$ cat src/rtl/ysyx_23060096_seq_pkg.sv
// Shared types and RISC-V encodings for the NPC multi-cycle sequencer.
package ysyx_23060096_seq_pkg;

  typedef enum logic [2:0] {
    S_IDLE,
    S_FETCH,
    S_DECODE,
    S_EXEC,
    S_MEM,
    S_WB,
    S_HALT,
    S_ERROR
  } state_e;

  localparam logic [6:0] OPC_LOAD   = 7'b0000011;
  localparam logic [6:0] OPC_STORE  = 7'b0100011;
  localparam logic [6:0] OPC_OP     = 7'b0110011;
  localparam logic [6:0] OPC_OP_IMM = 7'b0010011;
  localparam logic [6:0] OPC_LUI    = 7'b0110111;
  localparam logic [6:0] OPC_AUIPC  = 7'b0010111;
  localparam logic [6:0] OPC_JAL    = 7'b1101111;
  localparam logic [6:0] OPC_JALR   = 7'b1100111;

  localparam logic [31:0] INST_EBREAK = 32'h0010_0073;
  localparam logic [31:0] INST_NOP    = 32'h0000_0013;

  // Only these opcodes produce a register result; rd==x0 discards it.
  function automatic logic writes_rd(input logic [31:0] inst);
    logic op_writes;
    unique case (inst[6:0])
      OPC_OP, OPC_OP_IMM, OPC_LOAD, OPC_LUI,
      OPC_AUIPC, OPC_JAL, OPC_JALR: op_writes = 1'b1;
      default:                      op_writes = 1'b0;
    endcase
    return op_writes && (inst[11:7] != 5'd0);
  endfunction

endpackage

$ cat src/rtl/ysyx_23060096_core_seq_if.sv
// Fetch and load/store handshake bundle between the sequencer (master) and memories (slave).
interface ysyx_23060096_core_seq_if;
  logic        ifu_req;
  logic        ifu_ack;
  logic [31:0] ifu_inst;
  logic        lsu_req;
  logic        lsu_we;
  logic        lsu_ack;

  modport master (
    output ifu_req, lsu_req, lsu_we,
    input  ifu_ack, ifu_inst, lsu_ack
  );

  modport slave (
    input  ifu_req, lsu_req, lsu_we,
    output ifu_ack, ifu_inst, lsu_ack
  );
endinterface

$ cat src/rtl/ysyx_23060096_seq_wdog.sv
// Wait-state watchdog shared by the FETCH and MEM handshakes.
module ysyx_23060096_seq_wdog #(
  parameter int unsigned TIMEOUT_CYCLES = 255,
  parameter int unsigned CNT_W          = 8
) (
  input  logic clk,
  input  logic rst,
  input  logic clr,
  input  logic inc,
  output logic expired
);

  logic [CNT_W-1:0] count;

  // NOTE: sequential state is updated with non-blocking assignments so every
  // flop samples pre-edge values regardless of block ordering.
  always_ff @(posedge clk) begin
    if (rst)      count <= '0;
    else if (clr) count <= '0;
    else if (inc) count <= count + 1'b1;
  end

  assign expired = (count == CNT_W'(TIMEOUT_CYCLES));

endmodule

$ cat src/rtl/ysyx_23060096_core_seq.sv
// Multi-cycle NPC sequencer: fetch/decode/exec/mem/wb with IR, write strobes and timeout trap.
// Optional performance counters enabled by YSYX_23060096_PERF_CNT_EN.
module ysyx_23060096_core_seq
  import ysyx_23060096_seq_pkg::*;
#(
  parameter int unsigned TIMEOUT_CYCLES = 255,
  parameter int unsigned CNT_W          = 8
) (
  input  logic                     clk,
  input  logic                     rst,
  ysyx_23060096_core_seq_if.master bus,
  output logic [31:0]              inst_q,
  output logic                     pc_we,
  output logic                     rf_we,
  output logic                     halted,
  output logic                     err,
  output logic [63:0]              cycle_cnt,
  output logic [63:0]              instret_cnt
);

  state_e state;
  logic   ifu_req_q;
  logic   lsu_req_q;
  logic   lsu_we_q;
  logic   expired;
  logic   waiting;
  logic   is_mem_op;
  logic   is_store;
  logic   rd_write;

  assign is_store  = (inst_q[6:0] == OPC_STORE);
  assign is_mem_op = is_store || (inst_q[6:0] == OPC_LOAD);
  assign rd_write  = writes_rd(inst_q);

  // The counter only runs while a handshake is outstanding; any ack, timeout
  // or other state leaves it cleared, so each request starts from zero.
  assign waiting = ((state == S_FETCH) && !bus.ifu_ack) ||
                   ((state == S_MEM)   && !bus.lsu_ack);

  ysyx_23060096_seq_wdog #(
    .TIMEOUT_CYCLES(TIMEOUT_CYCLES),
    .CNT_W         (CNT_W)
  ) u_wdog (
    .clk    (clk),
    .rst    (rst),
    .clr    (!waiting || expired),
    .inc    (waiting && !expired),
    .expired(expired)
  );

  always_ff @(posedge clk) begin
    if (rst) begin
      state     <= S_IDLE;
      inst_q    <= INST_NOP;
      ifu_req_q <= 1'b0;
      lsu_req_q <= 1'b0;
      lsu_we_q  <= 1'b0;
      pc_we     <= 1'b0;
      rf_we     <= 1'b0;
      halted    <= 1'b0;
      err       <= 1'b0;
    end else begin
      pc_we <= 1'b0;
      rf_we <= 1'b0;
      unique case (state)
        S_IDLE: begin
          state     <= S_FETCH;
          ifu_req_q <= 1'b1;
        end
        S_FETCH: begin
          if (bus.ifu_ack) begin
            inst_q    <= bus.ifu_inst;
            ifu_req_q <= 1'b0;
            state     <= S_DECODE;
          end else if (expired) begin
            ifu_req_q <= 1'b0;
            err       <= 1'b1;
            state     <= S_ERROR;
          end
        end
        S_DECODE: begin
          if (inst_q == INST_EBREAK) begin
            halted <= 1'b1;
            state  <= S_HALT;
          end else begin
            state <= S_EXEC;
          end
        end
        S_EXEC: begin
          if (is_mem_op) begin
            lsu_req_q <= 1'b1;
            lsu_we_q  <= is_store;
            state     <= S_MEM;
          end else begin
            pc_we <= 1'b1;
            rf_we <= rd_write;
            state <= S_WB;
          end
        end
        S_MEM: begin
          if (bus.lsu_ack) begin
            lsu_req_q <= 1'b0;
            lsu_we_q  <= 1'b0;
            pc_we     <= 1'b1;
            rf_we     <= rd_write;
            state     <= S_WB;
          end else if (expired) begin
            lsu_req_q <= 1'b0;
            lsu_we_q  <= 1'b0;
            err       <= 1'b1;
            state     <= S_ERROR;
          end
        end
        S_WB: begin
          ifu_req_q <= 1'b1;
          state     <= S_FETCH;
        end
        S_HALT, S_ERROR: begin
          state <= state;
        end
      endcase
    end
  end

  assign bus.ifu_req = ifu_req_q;
  assign bus.lsu_req = lsu_req_q;
  assign bus.lsu_we  = lsu_we_q;

`ifdef YSYX_23060096_PERF_CNT_EN
  logic [63:0] cycle_q;
  logic [63:0] instret_q;

  always_ff @(posedge clk) begin
    if (rst) begin
      cycle_q   <= '0;
      instret_q <= '0;
    end else begin
      if (state != S_IDLE && state != S_HALT && state != S_ERROR)
        cycle_q <= cycle_q + 64'd1;
      // ebreak retires on its way into HALT, without a WB cycle.
      if (state == S_WB || (state == S_DECODE && inst_q == INST_EBREAK))
        instret_q <= instret_q + 64'd1;
    end
  end

  assign cycle_cnt   = cycle_q;
  assign instret_cnt = instret_q;
`else
  assign cycle_cnt   = 64'd0;
  assign instret_cnt = 64'd0;
`endif

endmodule

$ cat src/flat_wrapper.sv
// flat-port wrapper written by rule: the top's interface ports become plain ports
module ysyx_23060096_core_seq_flat import ysyx_23060096_seq_pkg::*;
#(
  parameter int unsigned TIMEOUT_CYCLES = 255,
  parameter int unsigned CNT_W          = 8
)
  (clk, rst, inst_q, pc_we, rf_we, halted, err, cycle_cnt, instret_cnt, bus_ifu_req, bus_lsu_req, bus_lsu_we, bus_ifu_ack, bus_ifu_inst, bus_lsu_ack);
  ysyx_23060096_core_seq_if bus_i ();
  input  logic clk;
  input  logic rst;
  output logic [31:0] inst_q;
  output logic pc_we;
  output logic rf_we;
  output logic halted;
  output logic err;
  output logic [63:0] cycle_cnt;
  output logic [63:0] instret_cnt;
  output wire logic [$bits(bus_i.ifu_req)-1:0] bus_ifu_req;
  output wire logic [$bits(bus_i.lsu_req)-1:0] bus_lsu_req;
  output wire logic [$bits(bus_i.lsu_we)-1:0] bus_lsu_we;
  input wire logic [$bits(bus_i.ifu_ack)-1:0] bus_ifu_ack;
  input wire logic [$bits(bus_i.ifu_inst)-1:0] bus_ifu_inst;
  input wire logic [$bits(bus_i.lsu_ack)-1:0] bus_lsu_ack;
  assign bus_ifu_req = bus_i.ifu_req;
  assign bus_lsu_req = bus_i.lsu_req;
  assign bus_lsu_we = bus_i.lsu_we;
  assign bus_i.ifu_ack = bus_ifu_ack;
  assign bus_i.ifu_inst = bus_ifu_inst;
  assign bus_i.lsu_ack = bus_lsu_ack;
  ysyx_23060096_core_seq #(.TIMEOUT_CYCLES(TIMEOUT_CYCLES), .CNT_W(CNT_W)) u_core (.clk(clk), .rst(rst), .bus(bus_i), .inst_q(inst_q), .pc_we(pc_we), .rf_we(rf_we), .halted(halted), .err(err), .cycle_cnt(cycle_cnt), .instret_cnt(instret_cnt));
endmodule
$ cat config.mk
export PLATFORM = sky130hd
export DESIGN_NAME = ysyx_23060096_core_seq_flat
export DESIGN_NICKNAME = d
export VERILOG_FILES = /design/src/rtl/ysyx_23060096_seq_pkg.sv /design/src/rtl/ysyx_23060096_core_seq_if.sv /design/src/rtl/ysyx_23060096_seq_wdog.sv /design/src/rtl/ysyx_23060096_core_seq.sv /design/src/flat_wrapper.sv
export SDC_FILE = /design/constraint.sdc
export NUM_CORES = 1
export LEC_CHECK = 0
export BUFFER_PORTS_ARGS = -buffer_cell sky130_fd_sc_hd__buf_4
export CAP_MARGIN = 20
export CORE_MARGIN = 3
export CORE_UTILIZATION = 38
export DETAILED_ROUTE_END_ITERATION = 6
export GPL_TIMING_DRIVEN = 0
export PLACE_DENSITY = 0.77
export REMOVE_ABC_BUFFERS = 1
export SETUP_SLACK_MARGIN = 0.05
export SLEW_MARGIN = 20
export SYNTH_ARGS = -nofsm -noshare
export SYNTH_HDL_FRONTEND = slang
export SYNTH_SLANG_ARGS = --single-unit
$ cat constraint.sdc
create_clock -name clk -period 1.6 [get_ports clk]
set_input_delay 0.08 -clock clk [delete_from_list [all_inputs] [get_ports clk]]
set_output_delay 0.08 -clock clk [all_outputs]
set_load 0.01 [all_outputs]
Word level (Yosys, flattened, before mapping)
Index checks and enable logic that the tools add are counted.
- $add $sub $neg: 1
- muxes and demuxes: 25
- reduce and logical (&&, ||, !) cells: 25
- equal/unequal tests: 22
- operators with widths (cell ; number):
    32-bit by 21-bit == test with 1-bit output, second input constant ; 1
    7-bit by 6-bit == test with 1-bit output, second input constant ; 3
    3-bit case mux with 5 select lines ; 1
    7-bit by 5-bit == test with 1-bit output, second input constant ; 2
    7-bit == test, second input constant ; 2
    1-bit 2-to-1 mux ; 14
    3-bit == test, second input constant ; 4
    3-bit 2-to-1 mux ; 4
    1-bit case mux with 2 select lines ; 6
    8-bit by 1-bit adder with 8-bit output, second input constant ; 1
    8-bit == test, second input constant ; 1
    7-bit by 2-bit == test with 1-bit output, second input constant ; 1
    7-bit OR reduction ; 1
    3-bit by 2-bit == test with 1-bit output, second input constant ; 2
    3-bit by 2-bit inequality test with 1-bit output, second input constant ; 2
    2-bit AND reduction ; 3
    3-bit AND reduction ; 2
    2-bit nonzero test ; 3
    2-bit OR reduction ; 3
    5-bit nonzero test ; 1
    1-bit logical AND ; 4
    1-bit logical NOT ; 4
    2-bit inequality test, second input constant ; 2
    3-bit by 1-bit == test with 1-bit output, second input constant ; 1
    other kinds (3) ; 5
- output and inout bits: 167
- word-level logic and storage cells: 83
- register bits after elaboration: 50
- input bits: 36

Logic depth before layout (Yosys ltp)
- word-level depth: 6
- depth in mapped cells: 7
- depth with buffers taken out: 4

Modules after synthesis
From an unflattened synthesis, not the netlist that was laid out.
- cell total of the unflattened synthesis: 391
- area total of the unflattened synthesis: 3055.4 µm²
- modules (own cells, without submodules) (module ; area each (µm²) ; sequential area each (µm²) ; instances ; cells an instance):
    ysyx_23060096_core_seq ; 2701.3 ; 840.8 ; 1 ; 351
    ysyx_23060096_seq_wdog ; 354.1 ; 160.2 ; 1 ; 40

Worst setup path before layout
Ideal clock, no wire load.
- path kind: register to register
- start point: register u_core.u_wdog.count[0]
- end point: register u_core.u_wdog.count[2]
- library setup time: 62 ps
- required time: 1538 ps
- buffers on the path: 1
- clock period less this slack: 1539 ps
- arrival time: 1478 ps
- slack: 61 ps
- cell stages (with the launch flop): 6
- path through: dfxtp_1 > ha_1 > and4_4 > or4_4 > buf_6 > nor2_2
- word-level cells in the longest chain between the ends: 3
- elaborated cells on any way between the ends: 6
- classes of those cells: add/sub (1); eq/ne (1); reduce/logical (4)
- ends and longest elaborated chain (element ; line ; source):
    from (decl) ; ysyx_23060096_seq_wdog.sv:13 ; logic [CNT_W-1:0] count;
    from (signal assigned) ; ysyx_23060096_seq_wdog.sv:20 ; else if (inc) count <= count + 1'b1;
    branches (longest 3 deep; another with 8-bit by 1-bit adder with 8-bit output) ; -- ;
Parallel ways; which one is timed is not known.
A chain may end at the register's enable or synchronous reset.

Worst setup path in the final report
- start point: register u_core.u_wdog.count[4]
- end point: register u_core.u_wdog.count[4]
Same word-level chain as after synthesis.

==> run metrics <==
CP required 1.83 ns; Seq cells post-synth 50; Synth area leaders dfxtp_1 (33%), buf_4 (32%), nand2_1 (8.7%), a21oi_1 (5.5%), xor2_1 (1.4%); Ant. Diodes 0; Worst-path clk slew 0.09 ns; Final period util 0.943; count of buffers from port buffering 74; final non-filler cell area 3510 um^2; Cells after DPL 546; Die W 96.0 um; routed vias 2348; Peak Freq 662 MHz; CTS root buf clkbuf_8; WS Path Type register to register; Final Max Slew Viols 0; pin count of the biggest net entering global routing 39; setup TNS 0 ns; Synth async-reset ratio 0; CP max FO 8; final hold vios 0; Critical Path AT 1.74 ns; CTS tree yes; worst skew pair latency 0.30 ns; layout cells sized above 1 0.285; most common cell in the netlist buf_4; RSZ-0062 raised after global routing true; Yosys top cell area share 0.325; Synth Flop Type dfxtp_1; number of global-route vias before repair 1968; Area after DPL 3200 um^2; cells along the critical path and4_4 > and4_4 > or4_4 > nor2_2; HPWL after DPL 4.57 mm; drt total wl 6.53 mm; Initial Util 0.394; Fillers 785; row cnt 32; 1st-pass router iterations 5; Routability Congestion 0.763; Yosys Warn Count 0; GRT Residual Overflow 0; Mapped Area 3080 um^2; gr usage total 0.131; Core ar. 7810 um^2; post-route minimum period 1.51 ns; Worst path most repeated cell and4_4; crit path launch type register; synthesized instance count 386; largest area contributor in the netlist dfxtp_1; Avg Synthesized Cell Area 7.97 um^2; Max Root-Sink Buffers 2; Post-Layout Cell Count 565; multi-input logic area 1580 um^2; Final Setup Violations 0; die area 9210 um^2; Setup Skew 0.00984 ns; Detailed Route Iter0 Violations 100; post-synthesis sequential area ratio 0.325; Yosys cell types 46; Die Height 96.0 um; via/cell ratio 4.16; initial antenna violation count 0; fin nets 499; commonest cells in the netlist buf_4 (131), nand2_1 (71), dfxtp_1 (50); Clock Sinks 50; H-tree depth reported by CTS 2; outcome finished clean; first-pass GRT wire length 9.39 mm; storage element area 1030 um^2; Layout area overhead 14.0%; Post-synth EDFFs 0; Final ANT Viol Nets 0; PD cells 885 nW/um^2; Max VDD drop 0.000447 V; DR WL/cell 11.6 um; Max Cap Viol 0; crit path capture type register; Ports 203; HP Class primary input to register; DRC 0; Critical Path Slowest Stage Cell or4_4; cts bufs inserted 5; Leakage 1.64 nW; Critical Path Max Stage Delay 0.57 ns
sequential cells by signal (all words and copies together) (netlist names):
signal,count
u_core.halted,1
u_core.bus.lsu_req,1
u_core.bus.lsu_we,1
u_core.bus.ifu_req,1
u_core.state,3
u_core.u_wdog.count,8
u_core.err,1
u_core.inst_q,32
u_core.pc_we,1
u_core.rf_we,1
cells in the final DEF, fill, tap and decap left out, types with 2 or more instances in the layout:
cell	n
nand3_1	8
and2_4	2
dfxtp_1	33
clkbuf_8	5
dfxtp_2	14
nor2_1	10
dfxtp_4	3
nor3b_2	2
nor3_1	4
nor2b_2	2
conb_1	128
dlygate4sd3_1	3
xor2_1	5
nand4_1	5
buf_4	81
inv_1	7
nor2b_1	2
a31o_2	2
nor2_2	6
o21ai_0	3
nand2_1	70
and4_4	2
clkbuf_1	2
a21oi_1	33
through the flow:
step	power (W)	worst slack, ns	util	hold slack, ns
3_3_place_gp	0.00213	-0.549	0.409	0.294
6_report	0.00310	0.0905	0.449	0.0148
3_5_place_dp	0.00215	-0.443	0.409	0.303
4_1_cts	0.00311	0.0378	0.441	0.00953
2_1_floorplan	0.00186	-0.0612	-	0.149
5_1_grt	0.00329	0.0185	0.449	0.00877
report_power, final:
part,internal (W),total [W],switching [W],leakage (nW)
Clock,0.000468,0.000871,0.000403,0.0524
Sequential,0.00134,0.00144,0.000101,0.413
Combinational,0.000319,0.000795,0.000476,1.17
timing repair:
action,4_1_cts,5_1_grt
buffers inserted,5,2
gates resized for setup,20,17
hold endpoints to repair,3,0
setup endpoints to repair,45,14
pin swaps,7,9
gates cloned,1,0
hold buffers,3,0
logic make-up after synthesis:
kind of cell,Yosys count,synth area share
compound gates,53,0.106
xor+xnor,6,0.0171
fa+ha+maj,1,0.00407
buf+inv,150,0.347
flops,50,0.325
other cells,1,0.00122
simple gates,125,0.199
worst max-delay path: cells and delay by family (launching register included):
family / cells / cell delay, ns
and+or+nand+nor: 4 / 1.11
DFF: 1 / 0.34
area by class of cell:
| class | instances | share of cell area |
|---|---|---|
| clock buffer | 7 | 0.0218 |
| clock inverter | 1 | 0.00857 |
| inverter | 7 | 0.00749 |
| multi-input combinational | 314 | 0.450 |
| sequential | 50 | 0.294 |
| tap | 102 | 0.0364 |
| timing repair buffer | 84 | 0.182 |
layer usage:
layer  wire [um]  track usage
met5           0            0
met3         646       0.0422
met2        3330        0.227
met4          52       0.0415
met1        2500        0.153
path summary, 6_finish.rpt:
kind,from,slack (ns),cells past startpoint,end
hold reg to reg,u_core.inst_q[22],0.48,2,u_core.inst_q[22]
setup reg to reg,u_core.u_wdog.count[4],0.09,4,u_core.u_wdog.count[4]
hold / removal,bus_ifu_inst[6],0.01,3,u_core.inst_q[6]
setup / recovery,u_core.u_wdog.count[4],0.09,4,u_core.u_wdog.count[4]
Note: power is estimated with default switching activity, not from simulation.
